**src/rtl/pwm_pkg.sv**
```systemverilog
// Shared constants and types for the multichannel PWM peripheral:
// register map offsets, control bit positions, counting mode and direction.
package pwm_pkg;

    localparam int ADDR_EN_OUT    = 'h00;
    localparam int ADDR_EN_PWM    = 'h08;
    localparam int ADDR_INV       = 'h10;
    localparam int ADDR_PRESC     = 'h18;
    localparam int ADDR_CTRL      = 'h19;
    localparam int ADDR_DUTY_BASE = 'h40;

    localparam int CTRL_MODE_BIT  = 0;

    typedef enum logic {
        MODE_EDGE   = 1'b0,
        MODE_CENTER = 1'b1
    } pwm_mode_e;

    typedef enum logic {
        DIR_UP   = 1'b0,
        DIR_DOWN = 1'b1
    } pwm_dir_e;

endpackage

```
**src/rtl/pwm_timebase.sv**
```systemverilog
// Shared PWM timebase: clock prescaler, period counter (edge or center
// aligned) and the update strobe that marks the start of each period.
module pwm_timebase
    import pwm_pkg::*;
#(
    parameter int CNT_W   = 8,
    parameter int PRESC_W = 8
) (
    input  logic               clk,
    input  logic               rst,
    input  logic [PRESC_W-1:0] i_presc,
    input  pwm_mode_e          i_mode,
    input  logic               i_modeWrite,
    output logic [CNT_W-1:0]   o_cnt,
    output logic               o_strobe
);

    localparam logic [CNT_W-1:0] CNT_MAX = '1;

    logic [PRESC_W-1:0] r_prescCnt;
    logic [CNT_W-1:0]   r_cnt;
    pwm_dir_e           r_dir;
    logic               r_primed;

    logic [PRESC_W-1:0] w_prescNext;
    logic [CNT_W-1:0]   w_cntNext;
    pwm_dir_e           w_dirNext;
    logic               w_primedNext;
    logic               w_tick;
    logic               w_strobe;

    assign o_cnt    = r_cnt;
    assign o_strobe = w_strobe;

    // Timebase state register; r_primed stays low after reset so the first tick reloads duties while the count holds at 0.
    always_ff @(posedge clk) begin
        if (rst) begin
            r_prescCnt <= '0;
            r_cnt      <= '0;
            r_dir      <= DIR_UP;
            r_primed   <= 1'b0;
        end else begin
            r_prescCnt <= w_prescNext;
            r_cnt      <= w_cntNext;
            r_dir      <= w_dirNext;
            r_primed   <= w_primedNext;
        end
    end

    // Next-state logic: prescaler wrap, counter stepping per mode, and strobe whenever the count enters 0 or the mode is rewritten.
    always_comb begin
        w_prescNext  = r_prescCnt;
        w_cntNext    = r_cnt;
        w_dirNext    = r_dir;
        w_primedNext = r_primed;
        w_strobe     = 1'b0;
        w_tick       = (r_prescCnt == i_presc);

        if (i_modeWrite) begin
            w_prescNext  = '0;
            w_cntNext    = '0;
            w_dirNext    = DIR_UP;
            w_primedNext = 1'b1;
            w_strobe     = 1'b1;
        end else begin
            if (r_prescCnt >= i_presc) begin
                w_prescNext = '0;
            end else begin
                w_prescNext = r_prescCnt + 1'b1;
            end

            if (w_tick) begin
                if (!r_primed) begin
                    w_primedNext = 1'b1;
                    w_cntNext    = '0;
                    w_dirNext    = DIR_UP;
                    w_strobe     = 1'b1;
                end else if (i_mode == MODE_EDGE) begin
                    w_cntNext = r_cnt + 1'b1;
                    w_dirNext = DIR_UP;
                    w_strobe  = (r_cnt == CNT_MAX);
                end else begin
                    case (r_dir)
                        DIR_UP: begin
                            if (r_cnt == CNT_MAX) begin
                                w_cntNext = CNT_MAX - 1'b1;
                                w_dirNext = DIR_DOWN;
                            end else begin
                                w_cntNext = r_cnt + 1'b1;
                            end
                        end
                        DIR_DOWN: begin
                            if (r_cnt <= CNT_W'(1)) begin
                                w_cntNext = '0;
                                w_dirNext = DIR_UP;
                                w_strobe  = 1'b1;
                            end else begin
                                w_cntNext = r_cnt - 1'b1;
                            end
                        end
                        default: begin
                            w_cntNext = '0;
                            w_dirNext = DIR_UP;
                        end
                    endcase
                end
            end
        end
    end

endmodule

```
**src/rtl/pwm_multichannel.sv**
```systemverilog
// Multichannel PWM peripheral: byte-wide register file, double-buffered
// per-channel duty, and registered output mux driven by a shared timebase.
module pwm_multichannel
    import pwm_pkg::*;
#(
    parameter int NUM_CH  = 16,
    parameter int CNT_W   = 8,
    parameter int PRESC_W = 8,
    parameter int ADDR_W  = 7
) (
    input  logic              clk,
    input  logic              rst,
    input  logic              wr_en,
    input  logic [ADDR_W-1:0] wr_addr,
    input  logic [7:0]        wr_data,
    input  logic [ADDR_W-1:0] rd_addr,
    output logic [7:0]        rd_data,
    output logic [NUM_CH-1:0] pwm_out,
    output logic              period_start
);

    localparam int NUM_BYTES = NUM_CH / 8;
    localparam logic [CNT_W-1:0] CNT_MAX = '1;

    logic [NUM_CH-1:0]  r_enOut;
    logic [NUM_CH-1:0]  r_enPwm;
    logic [NUM_CH-1:0]  r_invert;
    logic [PRESC_W-1:0] r_presc;
    pwm_mode_e          r_mode;
    logic [CNT_W-1:0]   r_dutyShadow [NUM_CH];
    logic [CNT_W-1:0]   r_dutyActive [NUM_CH];
    logic [NUM_CH-1:0]  r_pwmOut;
    logic               r_periodStart;
    logic [7:0]         r_rdData;

    logic               w_modeWrite;
    logic               w_strobe;
    logic [CNT_W-1:0]   w_cnt;
    logic [NUM_CH-1:0]  w_raw;
    logic [NUM_CH-1:0]  w_pwmNext;
    logic [7:0]         w_rdNext;

    assign w_modeWrite  = wr_en && (wr_addr == ADDR_W'(ADDR_CTRL));
    assign pwm_out      = r_pwmOut;
    assign period_start = r_periodStart;
    assign rd_data      = r_rdData;

    pwm_timebase #(
        .CNT_W   (CNT_W),
        .PRESC_W (PRESC_W)
    ) u_timebase (
        .clk         (clk),
        .rst         (rst),
        .i_presc     (r_presc),
        .i_mode      (r_mode),
        .i_modeWrite (w_modeWrite),
        .o_cnt       (w_cnt),
        .o_strobe    (w_strobe)
    );

    // Register file writes; addresses outside the populated bytes and channels simply match nothing.
    always_ff @(posedge clk) begin
        if (rst) begin
            r_enOut  <= '0;
            r_enPwm  <= '0;
            r_invert <= '0;
            r_presc  <= '0;
            r_mode   <= MODE_EDGE;
            for (int i = 0; i < NUM_CH; i++) begin
                r_dutyShadow[i] <= '0;
            end
        end else if (wr_en) begin
            for (int k = 0; k < NUM_BYTES; k++) begin
                if (wr_addr == ADDR_W'(ADDR_EN_OUT + k)) r_enOut[8*k +: 8]  <= wr_data;
                if (wr_addr == ADDR_W'(ADDR_EN_PWM + k)) r_enPwm[8*k +: 8]  <= wr_data;
                if (wr_addr == ADDR_W'(ADDR_INV + k))    r_invert[8*k +: 8] <= wr_data;
            end
            if (wr_addr == ADDR_W'(ADDR_PRESC)) r_presc <= wr_data[PRESC_W-1:0];
            if (wr_addr == ADDR_W'(ADDR_CTRL))  r_mode  <= pwm_mode_e'(wr_data[CTRL_MODE_BIT]);
            for (int i = 0; i < NUM_CH; i++) begin
                if (wr_addr == ADDR_W'(ADDR_DUTY_BASE + i)) r_dutyShadow[i] <= wr_data[CNT_W-1:0];
            end
        end
    end

    // Active duties reload from the shadows only on the strobe edge, so a shadow written in that same cycle waits a period.
    always_ff @(posedge clk) begin
        if (rst) begin
            for (int i = 0; i < NUM_CH; i++) begin
                r_dutyActive[i] <= '0;
            end
            r_periodStart <= 1'b0;
            r_pwmOut      <= '0;
            r_rdData      <= '0;
        end else begin
            if (w_strobe) begin
                for (int i = 0; i < NUM_CH; i++) begin
                    r_dutyActive[i] <= r_dutyShadow[i];
                end
            end
            r_periodStart <= w_strobe;
            r_pwmOut      <= w_pwmNext;
            r_rdData      <= w_rdNext;
        end
    end

    // Per-channel compare and enable/invert mux; full-scale duty is forced high so it never drops for one count.
    always_comb begin
        w_raw     = '0;
        w_pwmNext = '0;
        for (int i = 0; i < NUM_CH; i++) begin
            w_raw[i]     = (r_dutyActive[i] == CNT_MAX) ? 1'b1 : (w_cnt < r_dutyActive[i]);
            w_pwmNext[i] = r_enOut[i] & (r_enPwm[i] ? (w_raw[i] ^ r_invert[i]) : ~r_invert[i]);
        end
    end

    // Readback mux sampling current register contents, so a same-cycle write is not yet visible.
    always_comb begin
        w_rdNext = '0;
        for (int k = 0; k < NUM_BYTES; k++) begin
            if (rd_addr == ADDR_W'(ADDR_EN_OUT + k)) w_rdNext = r_enOut[8*k +: 8];
            if (rd_addr == ADDR_W'(ADDR_EN_PWM + k)) w_rdNext = r_enPwm[8*k +: 8];
            if (rd_addr == ADDR_W'(ADDR_INV + k))    w_rdNext = r_invert[8*k +: 8];
        end
        if (rd_addr == ADDR_W'(ADDR_PRESC)) w_rdNext = 8'(r_presc);
        if (rd_addr == ADDR_W'(ADDR_CTRL))  w_rdNext = {7'b0, r_mode};
        for (int i = 0; i < NUM_CH; i++) begin
            if (rd_addr == ADDR_W'(ADDR_DUTY_BASE + i)) w_rdNext = 8'(r_dutyShadow[i]);
        end
    end

endmodule

```
**config.mk**
```make
export PLATFORM = sky130hd
export DESIGN_NAME = pwm_multichannel
export DESIGN_NICKNAME = d
export VERILOG_FILES = /design/src/rtl/pwm_pkg.sv /design/src/rtl/pwm_timebase.sv /design/src/rtl/pwm_multichannel.sv
export SDC_FILE = /design/constraint.sdc
export NUM_CORES = 1
export LEC_CHECK = 0
export CAP_MARGIN = 20
export CELL_PAD_IN_SITES_DETAIL_PLACEMENT = 2
export CELL_PAD_IN_SITES_GLOBAL_PLACEMENT = 2
export CORE_UTILIZATION = 45
export DETAILED_ROUTE_END_ITERATION = 8
export GPL_TIMING_DRIVEN = 0
export PLACE_DENSITY = 0.89
export SETUP_SLACK_MARGIN = 0.2
export SKIP_CTS_REPAIR_TIMING = 1
export SLEW_MARGIN = 20
export SYNTH_ARGS = -nofsm -noshare
export SYNTH_HDL_FRONTEND = slang
export SYNTH_HIERARCHICAL = 1
export SYNTH_SLANG_ARGS = --single-unit
```
**constraint.sdc**
```tcl
create_clock -name clk -period 10.92 [get_ports clk]
set_clock_uncertainty 0.1 [all_clocks]
set_input_delay 2.73 -clock clk [delete_from_list [all_inputs] [get_ports clk]]
set_output_delay 2.73 -clock clk [all_outputs]
set_load 0.005 [all_outputs]
```
## Word level (Yosys, flattened, before mapping)

Memory sizes are Yosys's and may differ from the RTL's.
Index checks and enable logic that the tools add are counted.

- Flip-flop bits (word level): 100
- RAM bits: 256
- Bits of input ports: 25
- Output and inout bits: 25
- Word-level logic and storage cells: 372
- Memories: 2

Memories:

| memory | words | bits a word | read ports | clocked after Yosys merged registers in | write ports | RTL line | RTL |
|---|---|---|---|---|---|---|---|
| r_dutyActive | 16 | 8 | 16 | 0 | 16 | pwm_multichannel.sv:31 | `logic [CNT_W-1:0] r_dutyActive [NUM_CH];` |
| r_dutyShadow | 16 | 8 | 16 | 0 | 16 | pwm_multichannel.sv:30 | `logic [CNT_W-1:0] r_dutyShadow [NUM_CH];` |

- $add $sub $neg: 3
- $lt $le $gt $ge: 18
- Eq/ne operators: 64
- Muxes and demuxes: 175
- Bitwise operators: 81
- Reduce and logical (&&, ||, !) cells: 14

Operator list:

| operator | count |
|---|---|
| $mux W8 | 60 |
| $eq A7 B7 Y1 const B | 32 |
| $eq A8 B8 Y1 const B | 17 |
| $lt A8 B8 Y1 | 16 |
| $mux W1 | 113 |
| $eq A7 B5 Y1 const B | 8 |
| $or A1 B1 Y1 | 32 |
| $eq A7 B4 Y1 const B | 4 |
| $not A1 Y1 | 17 |
| $add A8 B1 Y8 const B | 2 |
| $and A1 B1 Y1 | 16 |
| $pmux W8 S2 | 1 |
| $reduce_and A2 Y1 | 8 |
| $xor A1 B1 Y1 | 16 |
| $eq A7 B1 Y1 const B | 2 |
| $logic_not A7 Y1 | 2 |
| $eq A8 B8 Y1 | 1 |
| $ge A8 B8 Y1 | 1 |
| $le A8 B1 Y1 const B | 1 |
| $sub A8 B1 Y8 const B | 1 |
| $reduce_or A3 Y1 | 1 |
| $pmux W1 S2 | 1 |
| $reduce_bool A2 Y1 | 1 |
| $reduce_or A2 Y1 | 1 |
| $logic_and A1 B1 Y1 | 1 |

## Longest topological paths before layout

Gate-level depths: netlist of run 1.

- Word-level depth: 25
- Gate-level depth with buffers: 11
- Mapped depth without buffers: 8

## By module

Netlist of run 1, hierarchy kept.

Modules (own cells, without submodules):

| module | instances | cells each | area each (sq um) | sequential area each (sq um) |
|---|---|---|---|---|
| pwm_multichannel | 1 | 1575 | 17466.8 | 9328.9 |
| pwm_timebase | 1 | 167 | 1306.3 | 360.3 |

## Worst setup path before layout of run 1

No wires, ideal clock.

- Path type: input to register
- Start: input port wr_en
- End: memory r_dutyActive[0][0], enable pin
- Library setup time: 0.433 ns
- Arrival time: 5.094 ns
- Required time: 10.387 ns
- Setup slack: 5.292 ns
- Cell stages on the path: 5
- Path buffers: 1
- Path through: buf_2 and4bb_1 and3_1 o21bai_1 or2_2

RTL lines:

| item | RTL line | RTL |
|---|---|---|
| start: declaration | pwm_multichannel.sv:13 | `input logic wr_en,` |
| end: declaration | pwm_multichannel.sv:31 |  |

==> flow_summary.ini, run 1 <==
[timing]
slew_headroom = 0.229
tightest_slew_ns = 1.16
finalHoldViolCount = 0
maxSlewViolCount = 0
setup_viol = 0
period_share = 0.583
finalSetupTns_ns = 0
min_period_ns = 6.37
max_freq_mhz = 157
rsz0062_at_grt = false

[worst_setup_path]
rrSetupSlack_ns = 6.68
worstPathArrival_ns = 6.67
worstReg2RegEnd = r_dutyActive[1][7]
timing.rr.start = u_timebase/o_cnt[5]
critPathMaxFanout = 10
cp-start-kind = input pin
reg2reg_depth = 11
critPathKind = input pin to flip-flop
cp-end-kind = flip-flop
critPathRequiredTime_ns = 11.22

[die]
rows = 74
core_region_area_um2 = 41000
start_util = 0.458
die_h_um = 206
die_x_um = 206
die-area_um2 = 42500
ios = 50

[synthesis]
syn_area_per_cell_um2 = 10.8
synth_nets = 1891
synth.distinct_cells = 88
synth_area_leaders = edfxtp_1 41%, dfxtp_1 11%, ha_1 8.3%, nor2_1 3.6%, mux2i_1 3.5%
synth_edf_count = 256
synth_cells = 1742
syn_area_um2 = 18800
yosys_warnings = 6
yosys.area.top_type = edfxtp_1
synthFlopType = edfxtp_1
async_reset_ff_frac = 0
yosys_register_bits = 356
yosysSeqAreaShare = 0.516
synth_most_common_cell = edfxtp_1
yosys.area.top_type_share = 0.409
synthTopCellsByCount = 256 x edfxtp_1, 179 x nor2_1, 139 x inv_1

[run_status]
violations = design-rule violations
status = finished, violations left

[grt]
grt_pass1_vias = 17200
use_met1 = 0.489
overflow = 0
antenna_found_initial = 8
grt_pass1_wl_um = 120000
grt_use_met3 = 0.106
grt_max_degree = 56
use_met2 = 0.645
grtUsageTotal = 0.401
grt-busiest-layer = met2

[place]
dp.cells = 2325
gp_routability_congestion = 1.02
portBuffers = 43
dp_hpwl_um = 60900

[power_and_ir_drop]
p_leak_nw = 8.53
ir_drop_mv = 0.112
pwr_density_cell_nw_per_um2 = 159
power.total_mw = 3.42

[worst_hold_path]
hold_end = u_timebase/r_prescCnt[0]
hold_path_class = flip-flop to flip-flop
min_from = u_timebase/r_prescCnt[0]
hold_path_depth = 1

[finish]
fin_nets = 1985
drive_gt1_frac = 0.0872
fillerInstances = 4028
multi_input_area_um2 = 8180
area.sequential_um2 = 9700
syn_to_final_growth_pct = 14.8
fin_cells = 2405

[detailed_routing]
drtIter0Drc = 1853
drc_errors = 20
viasPerCell = 6.70
antenna_left = 0
first_pass_iters = 9
avgRoutedWirePerCell_um = 35.0
routed_wl_um = 84300
num_vias = 16100

[job]
maxCapViolations = 0

[clocking]
htreeDepth = 2
cts_num_sinks = 356
root_buffer = clkbuf_16
clk_pin_slew_ns = 0.06
tritoncts = done
clock_path_buffers = 3
clkLatencyLatePin_ns = 0.59
cts_made_buffers = 41
state kept, by name, summed over array words and instances (netlist names):
signal,flops
r_enOut,16
r_presc,8
r_dutyActive,128
r_mode,1
pwm_out,16
rd_data,8
r_enPwm,16
period_start,1
u_timebase/r_primed,1
r_invert,16
u_timebase/o_cnt,8
u_timebase/r_dir,1
r_dutyShadow,128
u_timebase/r_prescCnt,8
metrics by stage:
| stage | util | cell area, um2 | hold WS (ns) | worst slack [ns] |
|---|---|---|---|---|
| final | 0.526 | 21600 | 0.371 | 4.55 |
| after global routing | 0.525 | 21500 | 0.412 | 4.67 |
| after CTS | 0.525 | 21500 | 0.379 | 4.88 |
| after detailed placement | 0.490 | 20100 | 0.355 | 4.41 |
| after global placement | 0.484 | 19900 | 0.342 | 3.46 |
| after floorplan | - | 18800 | 0.326 | 5.29 |
placed cells by master (no fill, tap or decap), types with 31 or more instances in the layout:
cell and n:
nor2_1 179, clkbuf_16 46, dfxtp_1 93, nand2b_1 43, clkdlybuf4s50_1 43, ha_1 124, mux2i_1 66, nor2b_1 61
o21ai_0 56, and2_1 87, a21oi_1 61, nor3_1 42, nand4_1 39, o21a_1 31, clkbuf_1 58, edfxtp_1 256
nand2_1 47, nand3_1 48, inv_1 139
cell families (layout without fill, tap and decap cells):
group,count (synthesis),after routing,synth area share
simple gates,612,612,0.176
xor+xnor,7,7,0.00327
mux,88,88,0.0514
flops,356,356,0.516
other cells,0,4,0
compound gates,329,329,0.122
buf+inv,226,353,0.0485
fa+ha+maj,124,124,0.0826
per-layer routing:
metal / part of all wire / vias to the layer above
met5: 0.00015 / -
met4: 0.060 / 2
met3: 0.098 / 321
met2: 0.46 / 1006
met1: 0.38 / 8217
li1: - / 6562
critical path, stage by stage:
cell	delay [ns]
clkdlybuf4s50_1	0.61
inv_1	0.14
nor2_1	0.67
and3_1	0.44
o21bai_1	0.22
nor2b_1	0.20
clkbuf_1	0.71
clkbuf_1	0.57
and2_1	0.36
power breakdown:
part           leakage, nW  internal (mW)  switching, mW
combinational         4.37          0.104          0.225
clock                0.724          0.881          0.607
sequential            3.43           1.53         0.0696
total                 8.53           2.52          0.902
final cells by class:
type,instances,share of cell area
Clock buffer,56,0.0584
Tap cell,532,0.0309
Antenna cell,4,0.000464
Sequential cell,356,0.450
Timing Repair Buffer,51,0.0302
Inverter,141,0.0246
Multi-Input combinational cell,1160,0.379
Buffer,85,0.0178
Clock inverter,20,0.00853
worst max-delay path by stage:
stage / startpoint / to / depth (start not counted)
6_report: wr_addr[0] / r_dutyActive[1][7] / 9
5_1_grt: wr_addr[0] / r_dutyActive[1][7] / 9
4_1_cts: wr_addr[0] / r_dutyActive[1][7] / 9
3_5_place_dp: wr_addr[0] / r_dutyActive[1][7] / 9
3_3_place_gp: rst / r_dutyActive[1][43] / 4
2_1_floorplan: wr_en / r_dutyActive[0][0] / 5
Note: power is estimated with default switching activity, not from simulation.
==> run 2, diff against run 1 <==
Settings changed: CORE_UTILIZATION 45 to 42, PLACE_DENSITY 0.89 to 0.84.
Clock period 10.92 ns to 6.26 ns, I/O delays scaled along.
==> flow_summary.ini, run 2 (synthesis gave the netlist of run 1 again) <==
[clocking]
clock_path_buffers = 3
clkLatencyLatePin_ns = 0.59
tritoncts = done
cts_num_sinks = 356
cts_made_buffers = 40
htreeDepth = 2
clk_pin_slew_ns = 0.06
root_buffer = clkbuf_16

[timing]
min_period_ns = 5.10
finalHoldViolCount = 0
finalSetupTns_ns = 0
rsz0062_at_grt = false
max_freq_mhz = 196
period_share = 0.815
maxSlewViolCount = 0
tightest_slew_ns = 1.22
setup_viol = 0
slew_headroom = 0.185
hold-worst-slack_ns = 0.366

[finish]
drive_gt1_frac = 0.0826
final_area_um2 = 21500
fin_nets = 1983
final_common_cell = edfxtp_1
reg_top3 = r_dutyActive: 128 flops, r_dutyShadow: 128 flops
syn_to_final_growth_pct = 14.4
fin_cells = 2460
layout_common_cells = 256 x edfxtp_1, 179 x nor2_1, 139 x inv_1

[grt]
antenna_found_initial = 9
overflow = 0
grt_pass1_wl_um = 116000
grt_max_degree = 59
grt_pass1_vias = 16700
grtUsageTotal = 0.359

[worst_setup_path]
rrSetupSlack_ns = 1.89
timing.rr.start = u_timebase/o_cnt[4]
cp-end-kind = flip-flop
critPathRequiredTime_ns = 6.57
worstReg2RegEnd = r_dutyActive[1][7]
worstPathArrival_ns = 5.41
critPathMaxFanout = 10
cp-start-kind = input pin
critPathKind = input pin to flip-flop
reg2reg_depth = 11

[place]
gp_routability_congestion = 0.995
dp.cells = 2384
portBuffers = 43
dp_hpwl_um = 59200
place_area_um2 = 20100

[job]
maxCapViolations = 0

[power_and_ir_drop]
p_int_mw = 4.25
pwr-share-comb = 0.096
pwr_density_cell_nw_per_um2 = 269
ir_drop_mv = 0.186
p_leak_nw = 8.44
switching_share = 0.264
power.total_mw = 5.77
pwr-share-seq = 0.483
switchingPower_mw = 1.52
pwr-share-clk = 0.421

[die]
die-area_um2 = 45500
ios = 50
start_util = 0.425
die_x_um = 213
core_region_area_um2 = 44100
die_h_um = 213
rows = 77

[detailed_routing]
drtIter0Drc = 1620
viasPerCell = 6.35
avgRoutedWirePerCell_um = 32.8
num_vias = 15600
antenna_left = 0
drc_errors = 4
routed_wl_um = 80700
first_pass_iters = 9

[worst_hold_path]
hold_path_depth = 1
min_from = u_timebase/r_prescCnt[0]
hold_end = u_timebase/r_prescCnt[0]
hold_path_class = flip-flop to flip-flop

[run_status]
status = finished, violations left
violations = design-rule violations
run 2: cell count changes in the layout (fill, tap and decap cells not counted):
cell / change
clkbuf_1: +7
clkbuf_16: -3
clkbuf_8: -3
clkinv_2: -3
buf_16: -2
buf_12: +1
bufinv_16: -1
clkbuf_2: -1
clkbuf_4: +1
clkinv_1: -1
diode_2: -1
inv_6: +1
o311ai_1: -1
o311ai_2: +1
run 2: worst max-delay path by stage:
stage          startpoint             endpoint  slack (ns)  cells after the start
2_1_floorplan       wr_en   r_dutyActive[0][0]        1.80                      5
3_3_place_gp          rst  r_dutyActive[1][11]       -0.07                      4
3_5_place_dp   wr_addr[0]   r_dutyActive[1][7]        0.86                      9
4_1_cts        wr_addr[0]   r_dutyActive[1][7]        1.37                      9
5_1_grt        wr_addr[0]   r_dutyActive[1][7]        1.16                      9
6_report       wr_addr[0]   r_dutyActive[1][7]        1.16                      9
run 2: area by class of cell:
class	instances	area [um2]
multi-input combinational	1160	8180
tap	592	741
clock inverter	16	144
inverter	141	529
antenna	3	7.51
clock buffer	57	1170
fill	4533	22700
buffer	85	382
timing repair buffer	50	616
sequential	356	9700
run 2: layer usage:
metal  part of all wire  up-vias  global-route usage
met5            0.00068        -                   0
met4              0.059        8               0.193
met3              0.082      284              0.0678
met2               0.46      845               0.586
met1               0.39     7923               0.451
li1                   -     6552                   -
run 2: worst max-delay path: stages:
cell and delay [ns]:
clkdlybuf4s50_1 0.66, inv_1 0.15, nor2_1 0.65, and3_1 0.45
o21bai_1 0.23, nor2b_1 0.17, clkbuf_1 0.54, clkbuf_1 0.67
and2_1 0.32
run 2: power by group through the flow:
stage / registers [mW] / clock network (mW) / logic (mW)
6_report: 2.79 / 2.43 / 0.557
5_1_grt: 2.79 / 2.52 / 0.583
3_5_place_dp: 2.83 / 0 / 0.530
4_1_cts: 2.78 / 2.44 / 0.542
3_3_place_gp: 2.82 / 0 / 0.479
2_1_floorplan: 2.76 / 0 / 0.311
run 2: per-stage QoR:
| stage | util | worst slack (ns) |
|---|---|---|
| after floorplan | - | 1.80 |
| after global placement | 0.452 | -0.0674 |
| after detailed placement | 0.456 | 0.856 |
| after CTS | 0.486 | 1.37 |
| after global routing | 0.486 | 1.16 |
| final | 0.487 | 1.16 |
